[config.mk]
export PLATFORM = sky130hd
export DESIGN_NAME = despreading
export DESIGN_NICKNAME = d
export VERILOG_FILES = /design/src/rtl/despread_pkg.sv /design/src/rtl/barker_corr.sv /design/src/rtl/despreading.sv
export SDC_FILE = /design/constraint.sdc
export NUM_CORES = 1
export LEC_CHECK = 0
export BUFFER_PORTS_ARGS = -buffer_cell sky130_fd_sc_hd__buf_2
export CORE_MARGIN = 2
export CORE_UTILIZATION = 40
export CTS_CLUSTER_SIZE = 28
export DETAILED_ROUTE_END_ITERATION = 10
export GPL_TIMING_DRIVEN = 0
export PLACE_DENSITY_LB_ADDON = 0.3
export SETUP_SLACK_MARGIN = 0.2
export SYNTH_ARGS = -nofsm -noshare
export SYNTH_HDL_FRONTEND = slang
export SYNTH_SLANG_ARGS = --single-unit
[constraint.sdc]
create_clock -name clk -period 7.7 [get_ports clk]
set_input_delay 0.77 -clock clk [delete_from_list [all_inputs] [get_ports clk]]
set_output_delay 0.77 -clock clk [all_outputs]
set_load 0.02 [all_outputs]
[src/rtl/despread_pkg.sv]
// Shared constants for the 802.11b Barker despreader: code length, chip code, correlator width.
package despread_pkg;

   localparam int CHIPS  = 11;
   localparam int CORR_W = 20;

   // Bit k set means chip c[k] = +1, clear means -1; c[0] is the first chip received.
   localparam logic [CHIPS-1:0] BARKER = 11'b000_1110_1101;

   typedef logic [3:0] chip_idx_t;

   function automatic logic [CORR_W-1:0] abs_corr(input logic signed [CORR_W-1:0] v);
      return v[CORR_W-1] ? CORR_W'(-v) : CORR_W'(v);
   endfunction

endpackage

[src/rtl/barker_corr.sv]
// One rail of the despreader: chip delay line plus signed Barker correlator.
// The correlation output already includes the sample presented on din this cycle.
module barker_corr
   import despread_pkg::*;
#(
   parameter int IW = 16
) (
   input  logic                     clk,
   input  logic                     reset,
   input  logic                     strobe,
   input  logic signed [IW-1:0]     din,
   output logic signed [CORR_W-1:0] corr
);

   // The oldest of the 11 chips is the incoming sample's partner once shifted,
   // so only the ten previous chips need storage.
   logic signed [IW-1:0] d [CHIPS-1];

   // NOTE: the delay line is only 10 words, so it is reset explicitly; wider sample
   // memories would normally be left unreset and qualified by a valid flag instead.
   always_ff @(posedge clk) begin
      if (reset) begin
         for (int k = 0; k < CHIPS - 1; k++) d[k] <= '0;
      end else if (strobe) begin
         d[0] <= din;
         for (int k = 1; k < CHIPS - 1; k++) d[k] <= d[k-1];
      end
   end

   logic signed [CORR_W-1:0] term;
   logic signed [CORR_W-1:0] acc;

   // NOTE: every variable in this block is assigned first, so no latch can be inferred.
   always_comb begin
      acc  = '0;
      term = {{(CORR_W-IW){din[IW-1]}}, din};
      acc  = BARKER[CHIPS-1] ? acc + term : acc - term;
      for (int k = 0; k < CHIPS - 1; k++) begin
         term = {{(CORR_W-IW){d[CHIPS-2-k][IW-1]}}, d[CHIPS-2-k]};
         acc  = BARKER[k] ? acc + term : acc - term;
      end
      corr = acc;
   end

endmodule

[src/rtl/despreading.sv]
// 802.11b DSSS Barker despreader, RX channel 0: one despread I/Q pair per 11 chips.
// Define DESPREAD_PEAK_TRACK_EN to enable the emit-phase peak tracker.
module despreading
   import despread_pkg::*;
#(
   parameter int IW         = 16,
   parameter int OW         = 16,
   parameter int SHIFT      = 4,
   parameter int TRACK_SYMS = 16
) (
   input  logic                 clk,
   input  logic                 reset,
   input  logic signed [IW-1:0] dataini,
   input  logic signed [IW-1:0] datainq,
   input  logic                 strobe_in,
   output logic signed [OW-1:0] dataouti,
   output logic signed [OW-1:0] dataoutq,
   output logic                 strobe_out
);

   logic signed [CORR_W-1:0] corr_i;
   logic signed [CORR_W-1:0] corr_q;
   chip_idx_t                chip_cnt;
   chip_idx_t                emit_phase;

   barker_corr #(.IW(IW)) u_corr_i (
      .clk    (clk),
      .reset  (reset),
      .strobe (strobe_in),
      .din    (dataini),
      .corr   (corr_i)
   );

   barker_corr #(.IW(IW)) u_corr_q (
      .clk    (clk),
      .reset  (reset),
      .strobe (strobe_in),
      .din    (datainq),
      .corr   (corr_q)
   );

   // NOTE: sequential state uses non-blocking assignments so every register samples
   // the pre-edge values regardless of statement order.
   always_ff @(posedge clk) begin
      if (reset) begin
         chip_cnt   <= '0;
         dataouti   <= '0;
         dataoutq   <= '0;
         strobe_out <= 1'b0;
      end else begin
         strobe_out <= 1'b0;
         if (strobe_in) begin
            chip_cnt <= (chip_cnt == chip_idx_t'(CHIPS - 1)) ? '0 : chip_cnt + 1'b1;
            if (chip_cnt == emit_phase) begin
               dataouti   <= OW'(corr_i >>> SHIFT);
               dataoutq   <= OW'(corr_q >>> SHIFT);
               strobe_out <= 1'b1;
            end
         end
      end
   end

`ifdef DESPREAD_PEAK_TRACK_EN
   localparam int WIN   = CHIPS * TRACK_SYMS;
   localparam int WIN_W = $clog2(WIN);

   logic [23:0]      acc     [CHIPS];
   logic [23:0]      acc_upd [CHIPS];
   logic [23:0]      mag;
   logic [23:0]      best_val;
   chip_idx_t        best_idx;
   logic [WIN_W-1:0] win_cnt;

   // Energy of the current chip lands in the accumulator for its phase; the argmax
   // below sees this final contribution when the window closes on this strobe.
   always_comb begin
      mag      = 24'(abs_corr(corr_i)) + 24'(abs_corr(corr_q));
      best_val = '0;
      best_idx = '0;
      for (int k = 0; k < CHIPS; k++) begin
         acc_upd[k] = (chip_idx_t'(k) == chip_cnt) ? acc[k] + mag : acc[k];
         if (k == 0 || acc_upd[k] > best_val) begin
            best_val = acc_upd[k];
            best_idx = chip_idx_t'(k);
         end
      end
   end

   always_ff @(posedge clk) begin
      if (reset) begin
         for (int k = 0; k < CHIPS; k++) acc[k] <= '0;
         win_cnt    <= '0;
         emit_phase <= chip_idx_t'(CHIPS - 1);
      end else if (strobe_in) begin
         if (win_cnt == WIN_W'(WIN - 1)) begin
            for (int k = 0; k < CHIPS; k++) acc[k] <= '0;
            win_cnt    <= '0;
            emit_phase <= best_idx;
         end else begin
            for (int k = 0; k < CHIPS; k++) acc[k] <= acc_upd[k];
            win_cnt <= win_cnt + 1'b1;
         end
      end
   end
`else
   assign emit_phase = chip_idx_t'(CHIPS - 1);
`endif

endmodule

==> impl_metrics.json <==
{
  "grt_pass1_wl_um": 82700,
  "netlist_instances": 1873,
  "drtAntennaViolNets": 0,
  "status": "finished clean",
  "use_met2_pct": 28.4,
  "crit_fanout": 6,
  "busiest_layer": "met2",
  "critPathArrivalTime_ns": 7.59,
  "cts.htree.levels": 2,
  "clkSinkCount": 357,
  "wl_um": 51500,
  "worst_pin_slew_ns": 1.00,
  "cts.reportedPaths.clkPinSlew_ns": 0.06,
  "via_per_inst": 4.83,
  "hpwl_um": 38400,
  "dr.pass1.iters": 5,
  "die_h_um": 244,
  "synth.avg_cell_area_sq_um": 12.3,
  "synthesis.area_sq_um": 23000,
  "synth_edf_count": 320,
  "gr-usage-met3_pct": 4.81,
  "fp-row-count": 87,
  "clock_latency_ns": 0.57,
  "holdCritPathClass": "flip-flop to flip-flop",
  "core_area_sq_um": 56700,
  "fillCellCount": 5113,
  "place_congestion": 0.821,
  "drc": 0,
  "drive_gt1_share_pct": 7.57,
  "fin_skew_ns": 0.0160,
  "grt_pass1_vias": 14600,
  "min_period_ns": 7.17,
  "drv_slew": 0,
  "hold_viol": 0,
  "routedWlPerCell_um": 18.6,
  "initial_core_util_pct": 40.6,
  "grt_overflow": 0,
  "syn_nets": 2256,
  "fin_nets": 2371,
  "rsz0062_at_grt": "no",
  "critical_path_class": "flip-flop to flip-flop",
  "cp-end-kind": "flip-flop",
  "finalSetupViolations": 0,
  "yosysWarnings": 0,
  "worstPathRequired_ns": 8.12,
  "setup_tns_ns": 0,
  "ioPinCount": 68,
  "start_kind": "flip-flop",
  "grt_util_met1_pct": 25.0,
  "timing.hold.ws_ns": 0.449,
  "drt_iter0_markers": 977,
  "area_growth_pct": 12.3,
  "ys_ff_latch": 357,
  "fp.dieW_um": 244,
  "cap_violations": 0,
  "vias": 13400,
  "root_buffer": "clkbuf_16",
  "diodes": 0,
  "gr-usage-all-layers_pct": 18.1,
  "clockBufferDepth": 3,
  "ys.flop_type": "edfxtp_1",
  "grt_max_degree": 69,
  "cts_tree": "built",
  "fmax_mhz": 139,
  "cts_buffers": 41,
  "port_buffers": 66,
  "fin_crit_sh_pct": 93.2,
  "antenna_found_initial": 10,
  "async_flop_share_pct": 0,
  "cts_hold_buf": 0,
  "die_area_sq_um": 59600,
  "synth_seq_area_share_pct": 44.9,
  "maxSlewHeadroom_pct": 33.0,
  "yosysUniqueCellTypes": 63
}
[placed cells by master (no fill, tap or decap), drive strengths merged, types with 7 or more instances in the layout]
cell	count
a21o	11
a21oi	58
and2	323
buf	73
clkbuf	102
clkinv	14
dfxtp	37
edfxtp	320
fa	278
ha	70
inv	363
nand2	62
nand2b	14
nand3	16
nor2	38
nor2b	14
nor3	8
o21a	11
o21ai	45
o21bai	7
xnor2	40
xor2	25
[per-stage QoR]
stage               cells  utilization (%)  cell area (sq um)  worst slack, ns
finish               2777             45.6              25900            0.527
CTS                  2776             45.5              25800            0.238
global placement     2695             42.9              24300           -0.347
detailed placement   2700             43.1              24500           -0.442
global route         2777             45.6              25900            0.200
floorplan            1873                -              23000            0.756
[worst paths after layout]
path / start / end / slack (ns) / cells past startpoint
worst min-delay path: dataoutq[15]$_SDFFE_PP0P_ / dataoutq[15]$_SDFFE_PP0P_ / 0.45 / 2
worst min register to register: dataoutq[15]$_SDFFE_PP0P_ / dataoutq[15]$_SDFFE_PP0P_ / 0.45 / 2
worst max register to register: u_corr_i.d[0][144]$_SDFFCE_PN0P_ / dataouti[15]$_SDFFE_PP0P_ / 0.53 / 26
worst max-delay path: u_corr_i.d[0][144]$_SDFFCE_PN0P_ / dataouti[15]$_SDFFE_PP0P_ / 0.53 / 26
[synthesized netlist by cell type (4+ instances only)]
master      n  area (sq um)
nand2b_1   14          87.6
inv_1     362          1360
clkbuf_1   46           173
nand3_1    16          80.1
xnor2_1    40           350
ha_1       70           876
a211oi_1    5          37.5
o211ai_1    6          45.0
o21ai_0    41           205
dfxtp_1    37           741
nand2_1    61           229
a21o_1     11          82.6
nand4_1     6          37.5
fa_1      278          5570
o21a_1     11          82.6
a31oi_1     4          25.0
o31ai_1     6          45.0
o21ai_1     4          20.0
nor2_1     38           143
or3_1       4          25.0
and2_1    323          2020
a21oi_1    58           290
nor3_1      8          40.0
o41ai_1     4          35.0
xor2_1     24           210
edfxtp_1  320          9610
o21bai_1    7          52.6
nor2b_1    14          87.6
[state kept, by name, summed over array words and instances (netlist names)]
signal	flops
dataouti	16
u_corr_i.d	160
strobe_out	1
u_corr_q.d	160
chip_cnt	4
dataoutq	16
[worst max-delay path, cell delays in order, from the launching register on]
cell	delay [ns]
edfxtp_1	0.36
inv_1	0.06
ha_1	0.16
inv_1	0.06
fa_1	0.44
a21oi_2	0.28
o211ai_1	0.21
a21boi_2	0.33
a21oi_1	0.16
a21o_1	0.21
a21oi_1	0.17
xor2_1	0.23
fa_1	0.47
fa_1	0.55
inv_1	0.06
fa_1	0.44
fa_1	0.49
inv_1	0.05
fa_1	0.47
inv_1	0.04
ha_1	0.34
a21o_1	0.21
o41ai_1	0.45
o311ai_2	0.24
o31ai_1	0.31
xnor2_1	0.16
o21ai_0	0.08
[cells by family after synthesis]
group | count (synthesis) | synth area share (%)
AOI/OAI and AO/OA | 187 | 5.29
xor gates and xnor gates | 65 | 2.50
adders and majority gates | 350 | 28.0
buffers and inverters | 410 | 6.68
DFF | 357 | 44.9
muxes | 2 | 0.0869
and+or+nand+nor | 502 | 12.5
[layout make-up]
type / instances / area, sq um / area share, %
flip-flops and latches: 357 / 10300 / 40.0
clock inverters: 20 / 204 / 0.788
repair buffers: 72 / 475 / 1.84
well taps: 756 / 946 / 3.65
clock buffers: 56 / 1150 / 4.46
plain buffers: 47 / 178 / 0.686
multi-input cells: 1106 / 11200 / 43.3
inverters: 363 / 1360 / 5.26
[metal layers]
layer	part of all wire, %	vias up
li1	-	6236
met1	45	6857
met2	46	245
met3	7.0	73
met4	2.3	6
met5	0.054	-
[repair_timing]
action / in CTS / in global routing
resized for setup: 3 / 15
setup endpoints to repair: 5 / 9
pin swaps: 0 / 2
setup buffers: 0 / 1
Power is not shown: default switching activity piles up to over one toggle a cycle in this logic, so the estimate is an artifact.
